<file path="config.mk">
export PLATFORM = sky130hd
export DESIGN_NAME = temp_conv_ctrl
export DESIGN_NICKNAME = d
export VERILOG_FILES = /design/src/rtl/temp_conv_ctrl.sv
export SDC_FILE = /design/constraint.sdc
export NUM_CORES = 1
export LEC_CHECK = 0
export ABC_AREA = 1
export CAP_MARGIN = 20
export CORE_UTILIZATION = 57
export CTS_CLUSTER_SIZE = 14
export DETAILED_ROUTE_END_ITERATION = 10
export PLACE_DENSITY = 0.84
export RECOVER_POWER = 100
export SETUP_SLACK_MARGIN = 0.3
export SLEW_MARGIN = 20
export SYNTH_ARGS = -nofsm -noshare
export SYNTH_HDL_FRONTEND = slang
export SYNTH_SLANG_ARGS = --single-unit
</file>
<file path="constraint.sdc">
create_clock -name clk -period 3.35 [get_ports clk]
set_input_delay 0.67 -clock clk [delete_from_list [all_inputs] [get_ports clk]]
set_output_delay 0.67 -clock clk [all_outputs]
set_load 0.02 [all_outputs]
</file>
<file path="src/rtl/temp_conv_ctrl.sv">
// Sequencing controller for the Celsius/Fahrenheit converter: accepts a sample, drives the
// external converter, then turns the x10 result into sign plus four BCD digits for display.
module temp_conv_ctrl #(
   parameter int FRAC_BITS = 4
) (
   input  logic               clk,
   input  logic               rst_n,
   input  logic               smp_valid,
   input  logic signed [12:0] smp_tc,
   output logic               smp_ready,
   input  logic               unit_btn,
   output logic               unit,
   output logic signed [12:0] cv_tc,
   output logic               cv_cf,
   input  logic signed [17:0] cv_tx10,
   output logic               out_valid,
   input  logic               out_ready,
   output logic               out_neg,
   output logic [15:0]        out_bcd,
   output logic               out_unit
);

   typedef enum logic [2:0] {IDLE, CONV, ABS, BCD, DONE} state_t;

   state_t             state_q;
   logic signed [12:0] cv_tc_q;
   logic               cv_cf_q;
   logic signed [17:0] result_q;
   logic               sign_q;
   logic               mag_nz_q;
   logic [12:0]        bin_q;
   logic [15:0]        bcd_q;
   logic [3:0]         cnt_q;
   logic               out_valid_q;
   logic               out_neg_q;
   logic               out_unit_q;
   logic [15:0]        out_bcd_q;
   logic               btn_s1_q;
   logic               btn_s2_q;
   logic               btn_prev_q;
   logic               unit_q;
   logic               unit_d;
   logic [12:0]        mag;
   logic [15:0]        bcd_adj;
   logic [28:0]        dd_d;

   // Negate at full 18-bit width, then drop the fraction; truncation is toward zero.
   assign mag = 13'(18'(result_q[17] ? -result_q : result_q) >> FRAC_BITS);

   for (genvar gi = 0; gi < 4; gi++) begin : g_adj
      assign bcd_adj[gi*4 +: 4] = (bcd_q[gi*4 +: 4] >= 4'd5) ? bcd_q[gi*4 +: 4] + 4'd3
                                                              : bcd_q[gi*4 +: 4];
   end

   assign dd_d = {bcd_adj, bin_q} << 1;

   always_ff @(posedge clk or negedge rst_n) begin
      if (!rst_n) begin
         state_q     <= IDLE;
         cv_tc_q     <= '0;
         cv_cf_q     <= 1'b0;
         result_q    <= '0;
         sign_q      <= 1'b0;
         mag_nz_q    <= 1'b0;
         bin_q       <= '0;
         bcd_q       <= '0;
         cnt_q       <= '0;
         out_valid_q <= 1'b0;
         out_neg_q   <= 1'b0;
         out_unit_q  <= 1'b0;
         out_bcd_q   <= '0;
      end else begin
         case (state_q)
            IDLE: begin
               if (smp_valid) begin
                  cv_tc_q <= smp_tc;
                  cv_cf_q <= unit_q;
                  state_q <= CONV;
               end
            end
            CONV: begin
               result_q <= cv_tx10;
               state_q  <= ABS;
            end
            ABS: begin
               sign_q   <= result_q[17];
               mag_nz_q <= (mag != 13'd0);
               bin_q    <= mag;
               bcd_q    <= '0;
               cnt_q    <= '0;
               state_q  <= BCD;
            end
            BCD: begin
               bcd_q <= dd_d[28:13];
               bin_q <= dd_d[12:0];
               cnt_q <= cnt_q + 4'd1;
               if (cnt_q == 4'd12) begin
                  out_bcd_q   <= dd_d[28:13];
                  out_unit_q  <= cv_cf_q;
                  // A magnitude that truncates to zero is reported as +0.
                  out_neg_q   <= sign_q & mag_nz_q;
                  out_valid_q <= 1'b1;
                  state_q     <= DONE;
               end
            end
            DONE: begin
               if (out_ready) begin
                  out_valid_q <= 1'b0;
                  state_q     <= IDLE;
               end
            end
            default: state_q <= IDLE;
         endcase
      end
   end

   // A press toggles the unit on the rising edge of the synchronised button.
   assign unit_d = unit_q ^ (btn_s2_q & ~btn_prev_q);

   always_ff @(posedge clk or negedge rst_n) begin
      if (!rst_n) begin
         btn_s1_q   <= 1'b0;
         btn_s2_q   <= 1'b0;
         btn_prev_q <= 1'b0;
         unit_q     <= 1'b0;
      end else begin
         btn_s1_q   <= unit_btn;
         btn_s2_q   <= btn_s1_q;
         btn_prev_q <= btn_s2_q;
         unit_q     <= unit_d;
      end
   end

   assign smp_ready = (state_q == IDLE);
   assign unit      = unit_q;
   assign cv_tc     = cv_tc_q;
   assign cv_cf     = cv_cf_q;
   assign out_valid = out_valid_q;
   assign out_neg   = out_neg_q;
   assign out_bcd   = out_bcd_q;
   assign out_unit  = out_unit_q;

endmodule

</file>
-- Yosys cells after proc, flatten, opt, wreduce, memory -nomap -nowiden
Cells that the tools add are included.
W data, S select, Z words.
- register bits: 93
- bits in latches: 0
- bits in writable memories: 0
- bits in read-only memories: 0
- bits of input ports: 36
- output and inout port bits: 35
- logic and storage cells: 62
- memories: 0
- $add $sub $neg: 6
- multiply operators: 0
- div/mod/pow operators: 0
- order comparisons: 4
- eq/ne operators: 8
- shift operators: 0
- multiplexer cells: 15
- bitwise gates (word level): 4
- reduce and logical (&&, ||, !) cells: 8
- operators by type and width (operator ; number):
    $pmux W16 S2 ; 1
    $pmux W13 S2 ; 1
    $mux W17 ; 1
    $neg A17 Y17 ; 1
    $ge A4 B3 Y1 const B ; 4
    $pmux W3 S5 ; 1
    $reduce_bool A13 Y1 ; 1
    $add A4 B2 Y4 const B ; 3
    $mux W3 ; 4
    $mux W4 ; 3
    $pmux W4 S2 ; 1
    $eq A3 B2 Y1 const B ; 2
    $ne A2 B2 Y1 const B ; 3
    $reduce_and A3 Y1 ; 2
    $add A4 B1 Y4 const B ; 1
    $eq A4 B4 Y1 const B ; 1
    $reduce_and A2 Y1 ; 2
    $reduce_bool A2 Y1 ; 2
    $add A3 B2 Y3 const B ; 1
    $eq A3 B1 Y1 const B ; 1
    $eq A3 B3 Y1 const B ; 1
    $logic_not A3 Y1 ; 1
    $and A1 B1 Y1 ; 2
    $mux W1 ; 2
    3 further kinds ; 3

-- Logic depth before layout (Yosys ltp)
Gate-level depths: netlist of run 1.
- depth in word-level cells: 3
- mapped depth: 11
- mapped depth without buffers: 11

-- Worst setup path before layout of run 1
OpenSTA, ideal clock, no wires.
- path kind: reg-to-reg
- start: register state_q[2]
- end: register cv_tc_q[10], in the netlist cv_tc[10]
- library setup time: 0.125 ns
- data arrival time: 1.596 ns
- data required time: 3.225 ns
- slack: 1.629 ns
- cell stages (with the launch flop): 7
- buffers on the path: 1
- period minus slack after synthesis: 1.721 ns
- cell sequence: dfrtp_1 nor2_1 inv_1 nor2_1 nand2_1 buf_2 mux2_2
- cells in the longest elaborated chain, start to end: 2
- RTL lines (what ; RTL line ; RTL):
    from (decl) ; 25 ; state_t state_q;
    from (signal assigned) ; 59 ; state_q <= IDLE;
    from (signal assigned) ; 78 ; state_q <= CONV;
    from (signal assigned) ; 83 ; state_q <= ABS;
    $logic_not A3 Y1 ; n/a ;
    named net smp_ready ; 10 ; output logic smp_ready,
    $reduce_and A2 Y1 (no line) ; n/a ;
    to (signal assigned) ; 76 ; cv_tc_q <= smp_tc;
    to (decl) ; 26 ; logic signed [12:0] cv_tc_q;
The timed path passes the listed nets, and every way through them passes these cells.
A chain may end at the register's enable or synchronous reset.

-- Worst setup path in the final report of run 1
- start: register state_q[2]
- end: register bcd_q[8]
- cells in the longest elaborated chain, start to end: 2
- elaborated cells on any way between the ends: 4
- those cells by class: 2 x eq/ne; 1 x mux; 1 x reduce/logical
- RTL lines (what ; RTL line ; RTL):
    $eq A3 B2 Y1 ; 73 ; case (state_q)
    $pmux W16 S2 / $reduce_bool A2 Y1 (equally long branches) ; n/a ;
    to (signal assigned) ; 94 ; bcd_q <= dd_d[28:13];
    to (decl) ; 32 ; logic [15:0] bcd_q;
Several ways; a longest one is shown, not always the timed one.

==> results of run 1 <==
-- critical path, cell delays in order, from the launching register on --
cell and delay [ps]:
dfrtp_1 430, nor2_1 140, inv_1 100, nor2_1 90
clkbuf_1 410, clkinv_1 420, nand2_1 350, clkbuf_1 520
o22ai_1 160
-- area by class of cell --
class | count | area, µm² | share of cell area (%)
inverters | 58 | 220 | 4.19
repair buffers | 75 | 714 | 13.6
clock buffers | 10 | 128 | 2.43
multi-input cells | 335 | 1690 | 32.2
clock inverters | 6 | 47.5 | 0.905
flip-flops and latches | 93 | 2330 | 44.3
well taps | 99 | 124 | 2.36
-- cells by family after synthesis --
kind of cell	Yosys count	share of synthesized area, %
AO/OA/AOI/OAI	88	11.5
XOR/XNOR	8	1.61
adder cells (fa/ha/maj)	10	2.88
buffers and inverters	73	6.87
flip-flops	93	53.5
multiplexers	14	3.62
AND/OR/NAND/NOR	215	20.0
-- layout by cell type, fill, tap and decap left out, types with 6 or more instances in the layout --
cell type,instances
o22ai_1,15
clkbuf_8,9
o21ai_0,37
a21oi_1,30
clkbuf_1,6
inv_1,55
dlygate4sd3_1,36
clkdlybuf4s50_1,33
mux2_2,14
nor2_1,50
nand3_1,25
nand2_1,132
dfrtp_1,93
xor2_1,7
ha_1,10
-- flip-flops by register name, indices dropped and copies added, names as in the netlist, 3 cells and up --
| name | cells |
|---|---|
| bcd_q | 16 |
| cnt_q | 4 |
| out_bcd | 16 |
| bin_q | 13 |
| cv_tc | 13 |
| state_q | 3 |
| result_q | 18 |
-- power breakdown --
part / leakage, nW / internal [mW] / switching [mW]
Clock: 0.0872 / 0.277 / 0.408
Sequential: 1.16 / 1.50 / 0.283
Combinational: 1.27 / 0.686 / 1.16
Total: 2.52 / 2.46 / 1.85
-- worst paths after layout --
check / slack (ps) / cells after the start / end / from
setup / recovery: 590 / 8 / bcd_q[8] / state_q[2]
hold / removal: 360 / 0 / btn_s2_q / btn_s1_q
setup reg to reg: 590 / 8 / bcd_q[8] / state_q[2]
hold reg to reg: 360 / 0 / btn_s2_q / btn_s1_q
max in group asynchronous: 1120 / 2 / mag_nz_q / rst_n
min in group asynchronous: 600 / 1 / result_q[9] / rst_n
-- layer usage --
| layer | routed length (µm) | global-route usage, % |
|---|---|---|
| met5 | 0 | 0 |
| met4 | 140 | 10.4 |
| met3 | 356 | 3.97 |
| met2 | 4550 | 40.9 |
| met1 | 4090 | 33.4 |
==> out/qor.txt, run 1 <==
Post-CTS resize count - 0
Finished Layout Cells - 676
Fin. Hold Viols - 0
TritonCTS buffer count - 9
Number of I/O port buffers - 70
DR vias - 3547
Power Density - 820 nW/µm²
Via/cell ratio - 5.25
Largest net degree at the start of global routing - 54
Crit end category - flop
Critical Path AT - 2990 ps
Worst setup margin - 589 ps
Clock-pin slew on the worst setup and hold paths - 100 ps
Gr ovfl total - 0
Post-synth top area share - 53.5%
Fmax - 362 MHz
Post-layout util - 71.7%
Detailed Route Iter0 Violations - 230
Predominant post-synthesis flop cell - dfrtp_1
Ports - 71
Share of cells above drive strength 1 - 5.89%
Die height - 89.4 µm
List of most frequent post-synthesis cells - 132 x nand2_1, 93 x dfrtp_1, 53 x inv_1, 49 x nor2_1, 30 x a21oi_1
Synthesized Nets - 547
Clock Sinks - 93
Setup violators final - 0
Synth Cell Area - 4350 µm²
CP Launch Type - flop
Status - finished, final reports clean
WHS - 357 ps
Synth top area cells - dfrtp_1 53%, nand2_1 11%, inv_1 4.6%
Yosys cell types - 28
Total track usage - 25.0%
Setup Buffers After CTS - 0
N_diodes - 0
CTS tree - yes
CORE AREA - 7330 µm²
Slew Limit Headroom - 12.2%
Clock insertion delay at the later pin of the skew report - 360 ps
Final nets - 618
Skew final - 10.5 ps
RSZ-0062 raised after global routing - no
Drc violations - 0
Final Critical Period - 2760 ps
Max FO, Critical Path - 13
Row Count - 31
Synth Warn # - 0
Worst-Margin Slew - 1320 ps
Filler Cell Count - 554
VDD IR-drop max - 0.509 mV
Static Leak - 2.52 nW
Crit path kind - flop to flop
Initial Utilization - 59.4%
Pwr Total - 4.31 mW
Routed Antenna Nets - 0
Async SR Flop Fraction - 100%
H-Tree Depth - 3
Register area share after synthesis - 53.5%
Clock buffer depth - 2
Fin crit share - 82.4%
Post-place instance area - 5130 µm²
Post-synth EDFFs - 0
Die area - 7990 µm²
Finished Cell Area - 5250 µm²
Drt pass-1 iters - 6
CP Data Required Time - 3580 ps
Hold Path Class - flop to flop
Post-Place Setup Slack - 1240 ps
Hold buffer count at CTS - 0
Total negative slack - 0 ps
Final wirelength - 9.13 mm
Post-Syn Instances - 501
Wire per inst - 13.5 µm
Initial antenna violation count - 0
Layout area overhead - 20.7%
Register bit count reported by yosys - 93
Wire length of the first global-routing pass - 15.1 mm
Top cell type by total area after synthesis - dfrtp_1
Post-DP HPWL - 6.53 mm
Fin. max-slew vios - 0
Synthesized area per cell - 8.69 µm²
Top-count cell post-synth - nand2_1
Max-cap violations - 0
CTS root buffer - clkbuf_8
Die Width - 89.4 µm
Dpl cells - 660
Vias in the first global route - 3373
Routability congestion estimate from global placement - 0.894
(Power assumes the default switching activity.)
==> run 2: changes to the inputs <==
- CORE_UTILIZATION: 57 -> 48
- PLACE_DENSITY: 0.84 -> 0.76
- clock period: 3.35 -> 2.4 ns (I/O delays scaled with it)
==> run 2 against run 1 <==
Against the previous run:
- clock power rose by 47%
- die area rose by 18%
- sequential share of layout area fell by 0.24 points
- global-route usage fell by 4.6 points
- final area rose by 0.55%
- clock skew rose by 2.3 ps
- sequential cell count did not move
- non-clock buffer count rose by 1
- register-to-register slack got worse by 120 ps
- first-iteration DRC count fell by 11%
- setup slack got worse by 130 ps
- critical endpoint is now smp_ready
==> out/qor.txt, run 2 (synthesis gave the netlist of run 1 again) <==
Hold Path Class - input port to asynchronous set/reset pin
Largest Register - result_q
Gr ovfl total - 0
Final nets - 619
Clock Sinks - 93
H-Tree Depth - 3
Wire per inst - 13.0 µm
FF-to-FF Start - state_q[1]
RSZ-0062 raised after global routing - no
Total track usage - 20.4%
CP Data Required Time - 1920 ps
Fin. Hold Viols - 0
Wire length of the first global-routing pass - 15.6 mm
Static Leak - 2.54 nW
Via/cell ratio - 5.08
Post-DP HPWL - 6.51 mm
Final wirelength - 8.92 mm
Layout area overhead - 21.4%
Routed Antenna Nets - 0
Number of I/O port buffers - 70
Pwr Total - 6.06 mW
Largest net degree at the start of global routing - 50
Fin crit share - 80.7%
Row Count - 34
Crit path kind - flop to output port
Worst-Margin Slew - 1190 ps
Multi-input gate area - 1690 µm²
Commonest non-fill, non-tap cell in the layout - nand2_1
Flop pwr share - 41.1%
Detailed Route Iter0 Violations - 204
Commonest cells after routing, fill and taps aside - 132 x nand2_1, 93 x dfrtp_1, 54 x inv_1
Vias in the first global route - 3354
Setup violators final - 0
DR vias - 3482
CORE AREA - 8760 µm²
Logic pwr share - 42.2%
CTS root buffer - clkbuf_8
VDD IR-drop max - 0.739 mV
Max reg flops - 18
Filler Cell Count - 771
Share of cells above drive strength 1 - 6.75%
Worst R2R Setup Slack - 470 ps
Skew final - 12.8 ps
Drc violations - 0
Reg-to-Reg End - state_q[0]
NetSw - 2.60 mW
Die area - 9450 µm²
Clock-pin slew on the worst setup and hold paths - 100 ps
Pint - 3.46 mW
Power Density - 1150 nW/µm²
Register area - 2330 µm²
CTS tree - yes
N_diodes - 0
Initial antenna violation count - 0
Final Critical Period - 1940 ps
Initial Utilization - 49.7%
Slew Limit Headroom - 20.4%
Total negative slack - 0 ps
Net Sw Frac - 42.9%
Max-cap violations - 0
Fin. max-slew vios - 0
Routability congestion estimate from global placement - 0.844
Clock buffer depth - 2
Fmax - 516 MHz
Clock share of power - 16.7%
Die height - 97.2 µm
Clock insertion delay at the later pin of the skew report - 370 ps
Critical Path AT - 1460 ps
Status - finished, final reports clean
Crit end category - output port
Ports - 71
TritonCTS buffer count - 9
CP Launch Type - flop
Drt pass-1 iters - 7
Hold buffer count at CTS - 0
Max FO, Critical Path - 4
Die Width - 97.2 µm
Worst r2r path cells - 6
==> run 2: cell type report <==
class	count	share of cell area (%)
flip-flops and latches	93	44.1
multi-input cells	335	32.0
clock buffers	9	2.35
inverters	58	4.17
well taps	108	2.56
clock inverters	7	1.18
repair buffers	76	13.6
==> run 2: metal layers <==
layer	track usage (%)	wire [µm]
met5	0	0
met4	6.11	80
met3	4.82	362
met2	32.4	4300
met1	27.9	4170
==> run 2: worst max-delay path by stage <==
stage,startpoint,end,slack [ps],depth (start not counted)
6_report,state_q[2],smp_ready,460,4
3_3_place_gp,smp_valid,cv_tc[11],540,3
2_1_floorplan,state_q[2],cv_tc[10],680,6
3_5_place_dp,smp_valid,cv_tc[2],520,3
4_1_cts,state_q[2],smp_ready,440,4
5_1_grt,rst_n,result_q[4],260,2
==> run 2: stage by stage <==
stage / instances / cell area (µm²) / setup WS (ps) / util [%] / hold slack [ps]
4_1_cts: 686 / 5350 / 444 / 61.0 / 145
3_3_place_gp: 670 / 5160 / 545 / 58.9 / 332
2_1_floorplan: 501 / 4350 / 679 / - / 184
6_report: 686 / 5280 / 463 / 60.3 / 354
5_1_grt: 686 / 5280 / 260 / 60.3 / 371
3_5_place_dp: 670 / 5160 / 519 / 58.9 / 338
==> run 2: timing repair <==
action                                  in CTS  in global routing
endpoints found under the hold margin        0                  0
resized for setup                            1                  0
endpoints found under the setup margin       1                  0
buffers inserted                             0                  0
==> run 2: power groups by stage <==
| stage | combinational (mW) | clock [mW] | sequential [mW] |
|---|---|---|---|
| global placement | 2.57 | 0 | 2.50 |
| global route | 2.89 | 1.11 | 2.56 |
| floorplan | 1.74 | 0 | 2.55 |
| finish | 2.56 | 1.01 | 2.49 |
| CTS | 2.67 | 1.04 | 2.49 |
| detailed placement | 2.67 | 0 | 2.51 |
==> run 2: critical path: stages (launching register included) <==
cell and delay (ps):
dfrtp_1 430, nor2_1 120, inv_1 80, nor2_1 120, dlygate4sd2_1 350
==> variant 1: new RTL, flow settings as in run 1 <==
Make the reset (`rst_n`) synchronous in 2 clocked blocks.
--- a/src/rtl/temp_conv_ctrl.sv
+++ b/src/rtl/temp_conv_ctrl.sv
@@ -56,3 +56,3 @@
 
-   always_ff @(posedge clk or negedge rst_n) begin
+   always_ff @(posedge clk) begin
       if (!rst_n) begin
@@ -119,3 +119,3 @@
 
-   always_ff @(posedge clk or negedge rst_n) begin
+   always_ff @(posedge clk) begin
       if (!rst_n) begin
Behaviour: differs if rst_n is asserted again (counterexample within 4 cycles, from zero or initial values and one cycle with rst_n low); with rst_n held inactive, the same outputs for 10 cycles.
==> variant 1 against run 1 <==
- wire length grew 6.7%
- non-clock buffer count is 1 higher
- clock skew up 0.0038 ns
- die area fell by 3.0%
- register-to-register slack gained 0.10 ns
- critical path type is now in -> reg
- final area shrank 2.4%
- worst hold slack better by 0.081 ns
- via count grew 15%
- worst setup slack improved by 0.034 ns
- fmax increased by 1.3%
- sequential cell count unchanged
- synthesized area decreased by 3.1%
Power is not compared: it rests on default switching activity, and its combinational part moved more than twofold at a synthesized area within 25%.
==> variant 1: results (changes against run 1) <==
| Metric | Value |
|---|---|
| Die ar. | 7748 um^2 (-3.0%) |
| Synth top cells by count | nand2_1, dfxtp_1, nor2_1 |
| CLK BUF | 10 (unchanged) |
| First-pass GRT wire length | 16160 um (+6.7%) |
| Mux contribution to synthesized area | 0% (-3.6 points) |
| Skew final | 0.01430 ns (+0.003755 ns) |
| Number of non-clock inverters in the layout | 65 (+12%) |
| Reg-to-reg slack, setup | 0.69 ns (+0.10 ns) |
| Initial drt markers | 221 (-3.9%) |
| Seq area share | 36.33% (-8.0 points) |
| Routing usage on met2 | 48.70% (+7.8 points) |
| Ranking of synthesized cells by area | dfxtp_1, nand2_1, a21oi_1, nor2_1, inv_1 |
| Clk tree area frac | 3.442% (+0.11 points) |
| Multi-input logic portion of the cell area | 38.62% (+6.4 points) |
| Via count | 4083 (+15%) |
| Share of cells above drive strength 1 | 3.904% (-2.0 points) |
| Reg2Reg Depth | 9 (+1) |
| Fin nets | 707 (+14%) |
| Clock insertion delay at the later pin of the skew report | 0.36 ns (about the same) |
| Status | finished clean |
| Syn nets | 648 (+18%) |
| Complex-gate fraction of the synthesized area | 16.76% (+5.2 points) |
| Filler Cells Inserted | 584 (+5.4%) |
| Hold path cells | 2 (+2) |
| Sequential Area | 1862 um^2 (-20%) |
| Worst path slowest cell | clkbuf_2 |
| NonClk Buf Share | 14.50% (+0.90 points) |
| Max incr delay on CP | 0.73 ns (+0.21 ns) |
| Met3 usage | 2.922% (-1.0 points) |
| Post-Synth Adder-Cell Area | 2.966% (+0.091 points) |
| Max FO, Critical Path | 39 (+26) |
| Final GP Congestion | 0.8589 (-3.9%) |
| Met1 wire length | 4211 um (+3.0%) |
| DR WL met2 | 5088 um (+12%) |
| Grt met1 use | 31.10% (-2.3 points) |
| Synth Area in XOR/XNOR | 1.661% (+0.051 points) |
| Placed instance area | 4979 um^2 (-3.0%) |
| TritonRoute pass-1 iters | 7 (+1) |
| Met3 wire length | 321 um (-9.8%) |
| Largest net degree at the start of global routing | 40 (-26%) |
| WL/cell | 12.78 um (-5.4%) |
| Asr flop ratio synth | 0% (-100 points) |
| Max reg flops | 18 (unchanged) |
| Worst Slack Setup Final | 0.6236 ns (+0.03448 ns) |
| Non-CTS buffers | 76 (+1.3%) |
| HPWL after DPL | 6873 um (+5.3%) |
| Number of sequential cells | 93 (unchanged) |
| # placed instances | 746 (+13%) |
| Synth cell types | 30 (+7.1%) |
| Number of global-route vias before repair | 3848 (+14%) |
| Initial antenna violation count | 0 (unchanged) |
| Cell count after synthesis | 602 (+20%) |
| Sequential fraction of the synthesis area | 44.14% (-9.3 points) |
| Vias per cell | 5.358 (+2.1%) |
| Count of multi-input gates | 416 (+24%) |
| Place WS | 1.110 ns (-0.1290 ns) |
==> variant 1: cell types whose count changed in the layout (fill, tap and decap cells not counted), sizes merged, moves of 14 or more <==
cell and delta:
a21oi +30, dfrtp -93, dfxtp +93, mux2 -14, nand2 +18, nor2 +18
==> variant 1: power by group <==
part,internal [W],switching (W),leakage [nW],total (W)
logic,0.000164,0.000277,1.37,0.000441
registers,0.00116,0.0000466,0.756,0.00121
clock network,0.000276,0.000407,0.0844,0.000683
total,0.00161,0.000731,2.21,0.00234
==> variant 1: path summary, 6_finish.rpt <==
path | from | endpoint
max | rst_n | out_bcd[6]$_SDFFE_PN0P_
min | btn_s1_q$_SDFF_PN0_ | btn_s2_q$_SDFF_PN0_
max reg2reg | state_q[1]$_SDFFE_PN0P_ | mag_nz_q$_SDFFE_PN0P_
min reg2reg | btn_s1_q$_SDFF_PN0_ | btn_s2_q$_SDFF_PN0_
==> variant 2: new RTL, flow settings as in run 1 <==
Without the edit above. Register the input `unit_btn` before use, with the module's reset. The logic sees it one clock later. The other inputs are not delayed to match.
--- a/src/rtl/temp_conv_ctrl.sv
+++ b/src/rtl/temp_conv_ctrl.sv
@@ -23,2 +23,12 @@
    typedef enum logic [2:0] {IDLE, CONV, ABS, BCD, DONE} state_t;
+
+   logic unit_btn_q;
+
+   always_ff @(posedge clk or negedge rst_n) begin
+      if (!rst_n) begin
+         unit_btn_q <= '0;
+      end else begin
+         unit_btn_q <= unit_btn;
+      end
+   end
 
@@ -126,3 +136,3 @@
       end else begin
-         btn_s1_q   <= unit_btn;
+         btn_s1_q   <= unit_btn_q;
          btn_s2_q   <= btn_s1_q;
Check against the original RTL: not equivalent (Yosys sat finds a counterexample within 4 cycles, from zero or initial values and one cycle with rst_n low).
==> variant 2 against run 1 <==
- the run now ends with capacitance limit, slew limit left
- sequential cell count up 1
- via count increased by 2.3%
- die area is 0.56% higher
- clock power grew 8.3%
- first-iteration DRC count is 1.3% higher
- wire length rose by 3.2%
- synthesized area up 0.58%
- final area rose by 1.0%
- power rose by 2.1%
- global-route usage grew 0.58 points
- worst setup slack better by 0.27 ns
- critical path type is now reg -> out
- largest power group unchanged
==> variant 2: results (changes against run 1) <==
| Metric | Value |
|---|---|
| Status | finished, violations left |
| Initial antenna violation count | 0 (unchanged) |
| Post-CTS Setup Repair Bufs | 0 (unchanged) |
| Worst Hold Class | reg -> reg |
| Final GP Congestion | 0.9086 (+1.6%) |
| Failing checks | capacitance limit, slew limit |
| Number of global-route vias before repair | 3447 (+2.2%) |
| Max_cap viols | 1 (+1) |
| Peak supply drop | 581.3 uV (+14%) |
| Num CTS Buffers | 9 (unchanged) |
| Final WL | 9426 um (+3.2%) |
| Max clock buf depth | 2 (unchanged) |
| Largest net degree at the start of global routing | 65 (+20%) |
| HPWL after DPL | 6772 um (+3.7%) |
| TritonRoute pass-1 iters | 5 (-1) |
| Rel. slew slack | -2.530% (-15 points) |
| Placed instance area | 5157 um^2 (+0.49%) |
| # port buffers | 70 (unchanged) |
| Syn nets | 548 (+0.18%) |
| Ranking of synthesized cells by area | dfrtp_1, nand2_1, inv_1, nor2_1, mux2_2 |
| Via count | 3627 (+2.3%) |
| Initial drt markers | 233 (+1.3%) |
| Tot GR Track Use | 25.59% (+0.58 points) |
| Skew final | 0.01760 ns (+0.007054 ns) |
| Max FO, Critical Path | 4 (-9) |
| Fin nets | 619 (+0.16%) |
| First-pass GRT wire length | 15480 um (+2.3%) |
| Share of cells above drive strength 1 | 6.228% (+0.34 points) |
| Sequential fraction of the synthesis area | 53.74% (+0.27 points) |
| Slew Limit Fails | 65 (+65) |
| Data arrival time of the worst path | 1.82 ns (-1.17 ns) |
| Place WS | 1.236 ns (-0.002740 ns) |
| Pleak | 2.545 nW (+1.1%) |
| Synth top cells by count | nand2_1, dfrtp_1, inv_1 |
[variant 2: changes by cell type after synthesis]
cell,change
dfrtp_1,+1
[variant 2: path summary, 6_finish.rpt]
check	from	endpoint	slack (ns)	cells after the start
setup / recovery	state_q[2]$_DFFE_PN0P_	smp_ready	0.86	4
hold / removal	unit_btn_q$_DFF_PN0_	btn_s1_q$_DFF_PN0_	0.37	0
setup reg to reg	state_q[1]$_DFFE_PN0P_	out_bcd[4]$_DFFE_PN0P_	0.86	7
hold reg to reg	unit_btn_q$_DFF_PN0_	btn_s1_q$_DFF_PN0_	0.37	0
max in group asynchronous	rst_n	result_q[14]$_DFFE_PN0P_	1.18	2
min in group asynchronous	rst_n	bin_q[7]$_DFFE_PN0P_	0.66	1
[variant 2: area by class of cell]
type	count	area [um^2]
fillers	530	2026
well taps	99	123.9
flip-flops and latches	94	2352
multi-input cells	335	1692
clock inverters	7	75.07
clock buffers	9	123.9
repair buffers	75	718.2
inverters	58	220.2
[variant 2: cells by family (layout without fill, tap and decap cells)]
logic type	Yosys count	after routing	synth area share (%)
xor+xnor	8	8	1.601
mux	14	14	3.602
flops	94	94	53.75
compound gates	88	88	11.46
fa+ha+maj	10	10	2.859
simple gates	215	215	19.90
buf+inv	73	149	6.833
[variant 2: worst max-delay path: stages (launching register included)]
cell and delay (ns):
dfrtp_1 0.43, nor2_1 0.11, inv_1 0.08, nor2_1 0.14, dlygate4sd3_1 0.70
[variant 2: per-stage QoR]
step           util, %  instances
2_1_floorplan        -        502
3_3_place_gp     70.35        661
3_5_place_dp     70.35        661
4_1_cts          73.07        677
5_1_grt          72.37        677
6_report         72.37        677
[variant 2: per-layer routing]
metal | share of wire (%) | up-vias | GRT usage [%]
li1 | - | 1761 | -
met1 | 43 | 1738 | 32.35
met2 | 51 | 113 | 43.73
met3 | 4.6 | 15 | 4.662
met4 | 1.7 | 0 | 10.39
met5 | 0 | - | 0
[variant 2: where the power goes]
group	total, W	switching (W)	internal [W]
combinational	0.00186	0.00116	0.000693
clock	0.000742	0.000447	0.000295
sequential	0.00180	0.000288	0.00151
